**src/rtl/video_timing_gen.sv**
```systemverilog
// rtl/video_timing_gen.sv - raster timing generator producing vs/hs/de, pixel coordinates and frame_start
module video_timing_gen #(
  parameter int H_ACTIVE = 640,
  parameter int H_FP     = 16,
  parameter int H_SYNC   = 96,
  parameter int H_BP     = 48,
  parameter int V_ACTIVE = 480,
  parameter int V_FP     = 10,
  parameter int V_SYNC   = 2,
  parameter int V_BP     = 33,
  parameter bit HS_POL   = 1'b1,
  parameter bit VS_POL   = 1'b1,
  parameter int COORD_W  = 12
) (
  input  logic               clk,
  input  logic               reset,
  input  logic               enable,
  output logic               vs_out,
  output logic               hs_out,
  output logic               de_out,
  output logic [COORD_W-1:0] x_out,
  output logic [COORD_W-1:0] y_out,
  output logic               frame_start
);

  localparam int H_TOTAL = H_ACTIVE + H_FP + H_SYNC + H_BP;
  localparam int V_TOTAL = V_ACTIVE + V_FP + V_SYNC + V_BP;

  localparam logic [COORD_W-1:0] H_ACT_C  = COORD_W'(H_ACTIVE);
  localparam logic [COORD_W-1:0] H_HS_BEG = COORD_W'(H_ACTIVE + H_FP);
  localparam logic [COORD_W-1:0] H_HS_END = COORD_W'(H_ACTIVE + H_FP + H_SYNC);
  localparam logic [COORD_W-1:0] H_LAST   = COORD_W'(H_TOTAL - 1);
  localparam logic [COORD_W-1:0] V_ACT_C  = COORD_W'(V_ACTIVE);
  localparam logic [COORD_W-1:0] V_VS_BEG = COORD_W'(V_ACTIVE + V_FP);
  localparam logic [COORD_W-1:0] V_VS_END = COORD_W'(V_ACTIVE + V_FP + V_SYNC);
  localparam logic [COORD_W-1:0] V_LAST   = COORD_W'(V_TOTAL - 1);
  localparam logic [COORD_W-1:0] ONE      = COORD_W'(1);

  logic [COORD_W-1:0] h_cnt;
  logic [COORD_W-1:0] v_cnt;
  logic               de_d;
  logic               hs_d;
  logic               vs_d;
  logic               fs_d;

  // Decode the current raster position; registered below so outputs lag the counters by one clock
  always_comb begin
    de_d = 1'b0;
    hs_d = 1'b0;
    vs_d = 1'b0;
    fs_d = 1'b0;
    de_d = (h_cnt < H_ACT_C) && (v_cnt < V_ACT_C);
    hs_d = (h_cnt >= H_HS_BEG) && (h_cnt < H_HS_END);
    vs_d = (v_cnt >= V_VS_BEG) && (v_cnt < V_VS_END);
    fs_d = (h_cnt == '0) && (v_cnt == '0);
  end

  // Raster position counters; frozen while enable is low, always restart at (0,0) after reset
  always_ff @(posedge clk or negedge reset) begin
    if (!reset) begin
      h_cnt <= '0;
      v_cnt <= '0;
    end else if (enable) begin
      if (h_cnt == H_LAST) begin
        h_cnt <= '0;
        if (v_cnt == V_LAST) begin
          v_cnt <= '0;
        end else begin
          v_cnt <= v_cnt + ONE;
        end
      end else begin
        h_cnt <= h_cnt + ONE;
      end
    end
  end

  // Output register; holds every output (including a pending frame_start) during a stall
  always_ff @(posedge clk or negedge reset) begin
    if (!reset) begin
      hs_out      <= ~HS_POL;
      vs_out      <= ~VS_POL;
      de_out      <= 1'b0;
      frame_start <= 1'b0;
      x_out       <= '0;
      y_out       <= '0;
    end else if (enable) begin
      hs_out      <= hs_d ? HS_POL : ~HS_POL;
      vs_out      <= vs_d ? VS_POL : ~VS_POL;
      de_out      <= de_d;
      frame_start <= fs_d;
      x_out       <= de_d ? h_cnt : '0;
      y_out       <= de_d ? v_cnt : '0;
    end
  end

endmodule

```
**config.mk**
```make
export PLATFORM = sky130hd
export DESIGN_NAME = video_timing_gen
export DESIGN_NICKNAME = d
export VERILOG_FILES = /design/src/rtl/video_timing_gen.sv
export SDC_FILE = /design/constraint.sdc
export NUM_CORES = 1
export LEC_CHECK = 0
export ABC_CLOCK_PERIOD_IN_PS = 3660
export CAP_MARGIN = 0
export CORE_MARGIN = 10
export CORE_UTILIZATION = 45
export CTS_CLUSTER_SIZE = 8
export DETAILED_ROUTE_END_ITERATION = 16
export PLACE_DENSITY = 0.67
export SLEW_MARGIN = 20
export SYNTH_ARGS = -nofsm -noshare
export SYNTH_HDL_FRONTEND = slang
export SYNTH_SLANG_ARGS = --single-unit
```
**constraint.sdc**
```tcl
create_clock -name clk -period 3.66 [get_ports clk]
set_input_delay 0.915 -clock clk [delete_from_list [all_inputs] [get_ports clk]]
set_output_delay 0.915 -clock clk [all_outputs]
set_load 0.01 [all_outputs]
```
==> results of run 1 <==
-- Yosys cell counts, types with 2 or more instances --
cell       n  area [um^2]
clkbuf_1   6         22.5
buf_2      3         15.0
a21oi_1    2         10.0
inv_1      7         26.3
nand2_1   14         52.6
or3_1      2         12.5
ha_1       4         50.1
a22o_1    19          166
and3_1     4         25.0
nor4_1     4         25.0
o31ai_1    2         15.0
a21o_1     3         22.5
xor2_1     7         61.3
xnor2_1    6         52.6
and4_1     3         26.3
o21ai_0    9         45.0
nor2b_1    6         37.5
buf_4      3         22.5
nor2_1     7         26.3
a31oi_1    2         12.5
nand4_1    8         50.1
dfrtp_1   52         1300
nand3_1   13         65.1
nor3_1     6         30.0
-- layout make-up --
type / count / area (um^2) / share of cell area, %
sequential: 52 / 1300 / 46.4
inverter: 7 / 26.3 / 0.937
clock inverter: 3 / 42.5 / 1.52
clock buffer: 5 / 68.8 / 2.46
multi-input combinational: 137 / 966 / 34.5
timing repair buffer: 32 / 310 / 11.1
tap: 70 / 87.6 / 3.12
-- power breakdown --
group / total (W) / internal, W / switching (W) / leakage (nW)
Clock: 0.000389 / 0.000202 / 0.000187 / 0.0541
Combinational: 0.000201 / 0.000106 / 0.0000954 / 0.506
Sequential: 0.000702 / 0.000628 / 0.0000735 / 0.681
-- state kept, by name (all words and copies together) (netlist names) --
register and count:
v_cnt 12, de_out 1, y_out 12, hs_out 1, frame_start 1, h_cnt 12
x_out 12, vs_out 1
-- routing by layer --
metal	vias up	part of all wire (%)	global-route usage (%)
met2	51	46	18.5
met4	0	1.2	4.37
met5	-	0	0
li1	814	-	-
met1	843	45	15.8
met3	7	8.0	4.76
-- per-stage QoR --
step / setup WS [ns] / hold WS (ns) / power [W]
2_1_floorplan: 1.56 / 0.465 / 0.000829
3_3_place_gp: 0.791 / 0.463 / 0.000912
3_5_place_dp: 0.759 / 0.468 / 0.000919
4_1_cts: 1.09 / 0.489 / 0.00131
5_1_grt: 0.893 / 0.528 / 0.00136
6_report: 1.09 / 0.483 / 0.00129
-- cell families after synthesis --
group                      after synthesis  synth area share, %
DFF                                     52                 54.9
AOI/OAI and AO/OA                       42                 13.1
adders and majority gates                4                 2.11
xor gates and xnor gates                13                 4.80
muxes                                    1                0.475
and+or+nand+nor                         77                 20.2
buffers and inverters                   21                 4.33
-- worst max path at each step --
stage	start	to
after global routing	enable	x_out[7]$_DFFE_PN0P_
after CTS	enable	v_cnt[8]$_DFFE_PN0P_
after global placement	enable	v_cnt[8]$_DFFE_PN0P_
after detailed placement	enable	v_cnt[8]$_DFFE_PN0P_
after floorplan	enable	v_cnt[8]$_DFFE_PN0P_
final	enable	v_cnt[8]$_DFFE_PN0P_
==> results_dict.tcl, run 1 <==
set metrics [dict create \
    final.setup.tns_ns 0 \
    ant_nets 0 \
    antenna_found_initial 0 \
    slew_headroom_pct 49.5 \
    grt_usage_pct 12.3 \
    port_buffers 30 \
    avgSynthCellArea_um2 11.3 \
    drv_slew 0 \
    hpwl_um 3520 \
    whs_endpoint "de_out$_DFFE_PN0P_" \
    synth_enable_flop_cells 0 \
    core_area_mm2 0.00511 \
    stdcell_count 306 \
    die-width_um 92.6 \
    grt_pass1_vias 1720 \
    fill_cells 486 \
    netlist_area_mm2 0.00237 \
    die_y_um 92.6 \
    pwr_density_cell_mw_per_mm2 461 \
    place_congestion 0.836 \
    ir_worst_vdd_uv 215 \
    end_kind "flip-flop" \
    ios 31 \
    netlist_instances 210 \
    p_leak_nw 1.24 \
    ys_seq_area_share_pct 54.9 \
    arrival_ns 2.77 \
    layout_common_cells "dfrtp_1 (52), clkdlybuf4s50_1 (29), a22o_1 (19)" \
    cp_slowest_cell "clkdlybuf4s50_1" \
    placed_area_mm2 0.00269 \
    routed_wirelength_um 4890 \
    worstPathMaxFanout 10 \
    drtIter0Drc 67 \
    cts-root-buf "clkbuf_8" \
    vias 1715 \
    mappedNetlistNets 217 \
    diodes 0 \
    utilization_pct 54.9 \
    ctsResizeCount 0 \
    cts.path.max_buffers 2 \
    fin_skew_ns 0.00526 \
    crit_chain "clkdlybuf4s50_1 -> and4_1 -> nand4_4 -> nor4_2 -> mux2_2" \
    yosysWarnings 0 \
    path_class "in2reg" \
    synth_flop_cell "dfrtp_1" \
    layout_commonest_cell "dfrtp_1" \
    dieArea_mm2 0.00857 \
    hold_path.startpoint "de_out$_DFFE_PN0P_" \
    ys_async_sr_fraction_pct 100 \
    fin_crit_ns 2.57 \
    status "finished clean" \
    place_inst 298 \
    critical-path-top-delay-family "simple AND/OR/NAND/NOR gates" \
    reg2reg_to "v_cnt[8]$_DFFE_PN0P_" \
    clock_sinks 52 \
    grt_pass1_wl_um 8660 \
    synth_seq_cells 52 \
    num_rows 26 \
    hold_buffers 0 \
    final_area_mm2 0.00280 \
    wl_per_cell_um 16.0 \
    h-tree-depth 2 \
    gr-total-overflow 0 \
    finalNetCount 242 \
    cts_tree "yes" \
    fin_crit_sh_pct 70.2 \
    post-cts-setup-buffers 0 \
    slowest_delay_ns 0.60 \
    drt-pass1-iter-count 4 \
    maxCapViolCount 0 \
    worstMarginPinSlew_ns 0.756 \
    clk_latency_ns 0.30 \
    r2r_start "h_cnt[1]$_DFFE_PN0P_" \
    via_per_inst 5.60 \
    required_ns 3.86 \
    cts_buffers 5 \
    path_depth 5 \
    yosysUniqueCellTypes 42 \
    hold_viol_final 0 \
    ff2ff_setup_slack_ns 1.65 \
    r2r_cells 5 \
    worst-path-buf-inv 1 \
    max_clock_freq_ghz 0.389 \
    syn_to_final_growth_pct 18.3 \
    start_kind "input port" \
    holdPathStages 1 \
    start_util_pct 46.4 \
    drive_above_1_share_pct 8.05 \
    rsz0062_at_grt "false" \
    hold_class "reg2reg" \
    setup_viol 0 \
    clkTransAtPathRegs_ns 0.09 \
    grt_max_degree 32 \
    drc 0 \
]
(Power assumes the default switching activity.)
==> run 2: changes to the inputs <==
Settings changed: ABC_CLOCK_PERIOD_IN_PS 3660 to 2150, PLACE_DENSITY 0.67 to 0.7.
Clock period 3.66 ns to 2.15 ns, I/O delays scaled along.
==> run 2 against run 1 <==
  * Register-to-register slack got worse by 1.3 ns
  * Final cell count rose by 3.9%
  * Critical path type is now reg2reg
  * First-iteration DRC count rose by 81%
  * Combinational power rose by 92%
  * Sequential share of layout area fell by 1.8 points
  * Count of clock-buffer cells in the layout rose by 1
  * Global-route usage rose by 0.46 points
  * Die area did not move
  * Clock power rose by 70%
  * Non-clock buffer count rose by 12
==> results_dict.tcl, run 2 (synthesis gave the netlist of run 1 again) <==
set metrics [dict create \
    status "finished clean" \
    post-cts-setup-buffers 0 \
    fin_skew_ns 0.00516 \
    layout_common_cells "dfrtp_1 (52), clkdlybuf4s50_1 (29), a22o_1 (19)" \
    clkTransAtPathRegs_ns 0.09 \
    p_leak_nw 1.31 \
    setup_viol 0 \
    fin_crit_sh_pct 86.0 \
    die-width_um 92.6 \
    syn_to_final_growth_pct 23.0 \
    diodes 0 \
    grt_max_degree 23 \
    cts_tree "yes" \
    start_util_pct 46.4 \
    hold_viol_final 0 \
    h-tree-depth 2 \
    fin_crit_ns 1.85 \
    required_ns 2.35 \
    totalPowerFinal_w 0.00223 \
    worstPathMaxFanout 6 \
    final.setup.tns_ns 0 \
    grt_pass1_vias 1796 \
    start_kind "flip-flop" \
    hold_buffers 0 \
    hold_class "in2async" \
    via_per_inst 5.58 \
    timing.hold.ws_ns 0.197 \
    drive_above_1_share_pct 12.1 \
    final_area_mm2 0.00291 \
    die_y_um 92.6 \
    placed_area_mm2 0.00281 \
    fill_cells 459 \
    drv_slew 0 \
    pwr_density_cell_mw_per_mm2 766 \
    vias 1776 \
    num_rows 26 \
    worstMarginPinSlew_ns 0.521 \
    ctsResizeCount 0 \
    end_kind "flip-flop" \
    cts-root-buf "clkbuf_8" \
    cts_buffers 5 \
    drt-pass1-iter-count 4 \
    antenna_found_initial 0 \
    core_area_mm2 0.00511 \
    wl_per_cell_um 16.6 \
    rsz0062_at_grt "false" \
    ios 31 \
    ant_nets 0 \
    port_buffers 30 \
    clk_latency_ns 0.30 \
    drtIter0Drc 121 \
    ir_worst_vdd_uv 380 \
    max_clock_freq_ghz 0.541 \
    layout_commonest_cell "dfrtp_1" \
    dieArea_mm2 0.00857 \
    arrival_ns 2.05 \
    place_congestion 0.930 \
    hpwl_um 3850 \
    finalNetCount 254 \
    gr-total-overflow 0 \
    routed_wirelength_um 5280 \
    grt_usage_pct 12.8 \
    path_class "reg2reg" \
    cts.path.max_buffers 2 \
    slew_headroom_pct 65.3 \
    clock_sinks 52 \
    grt_pass1_wl_um 9000 \
    drc 0 \
    maxCapViolCount 0 \
]
run 2: critical path, cell delays in order, from the launching register on:
cell and delay, ns:
dfrtp_1 0.36, ha_1 0.28, and4b_2 0.32, nand4_4 0.13, nor4_2 0.30, mux2_2 0.36
run 2: final timing paths:
kind,startpoint,endpoint,slack (ns),cells after the start
hold / removal,reset,x_out[5]$_DFFE_PN0P_,0.20,1
hold reg to reg,de_out$_DFFE_PN0P_,de_out$_DFFE_PN0P_,0.48,1
setup / recovery,h_cnt[0]$_DFFE_PN0P_,v_cnt[8]$_DFFE_PN0P_,0.30,5
min in group clk,de_out$_DFFE_PN0P_,de_out$_DFFE_PN0P_,0.48,1
setup reg to reg,h_cnt[0]$_DFFE_PN0P_,v_cnt[8]$_DFFE_PN0P_,0.30,5
max in group asynchronous,reset,y_out[1]$_DFFE_PN0P_,1.42,2
run 2: area by class of cell:
class	count	area, um^2	area share, %
repair buffers	44	425	14.6
clock inverters	2	35.0	1.20
clock buffers	6	72.6	2.49
flip-flops and latches	52	1300	44.7
well taps	70	87.6	3.01
multi-input cells	137	966	33.1
inverters	7	26.3	0.902
run 2: where the power goes:
part / switching, W / internal, W
sequential: 0.000116 / 0.00107
combinational: 0.000178 / 0.000208
clock: 0.000315 / 0.000346
total: 0.000609 / 0.00162
run 2: metal layers:
| metal | vias up | routed length, um | share of wire [%] | GRT usage, % |
|---|---|---|---|---|
| li1 | 833 | - | - | - |
| met1 | 881 | 2470 | 47 | 16.5 |
| met2 | 52 | 2360 | 45 | 19.0 |
| met3 | 10 | 340 | 6.4 | 4.52 |
| met4 | 0 | 108 | 2.0 | 5.27 |
| met5 | - | 0 | 0 | 0 |
run 2: stage by stage:
| step | utilization, % | worst slack [ns] | instances |
|---|---|---|---|
| after floorplan | - | 0.324 | 210 |
| after global placement | 54.9 | 0.0245 | 310 |
| after detailed placement | 54.9 | 0.0101 | 310 |
| after CTS | 57.1 | 0.298 | 318 |
| after global routing | 57.1 | 0.153 | 318 |
| final | 57.1 | 0.302 | 318 |
==> run 3: changes to the inputs <==
Settings changed: SLEW_MARGIN 20 to 10, TNS_END_PERCENT set to 30.
==> results of run 3 <==
The final DEF is identical to that of run 2; final timing and power are the same.
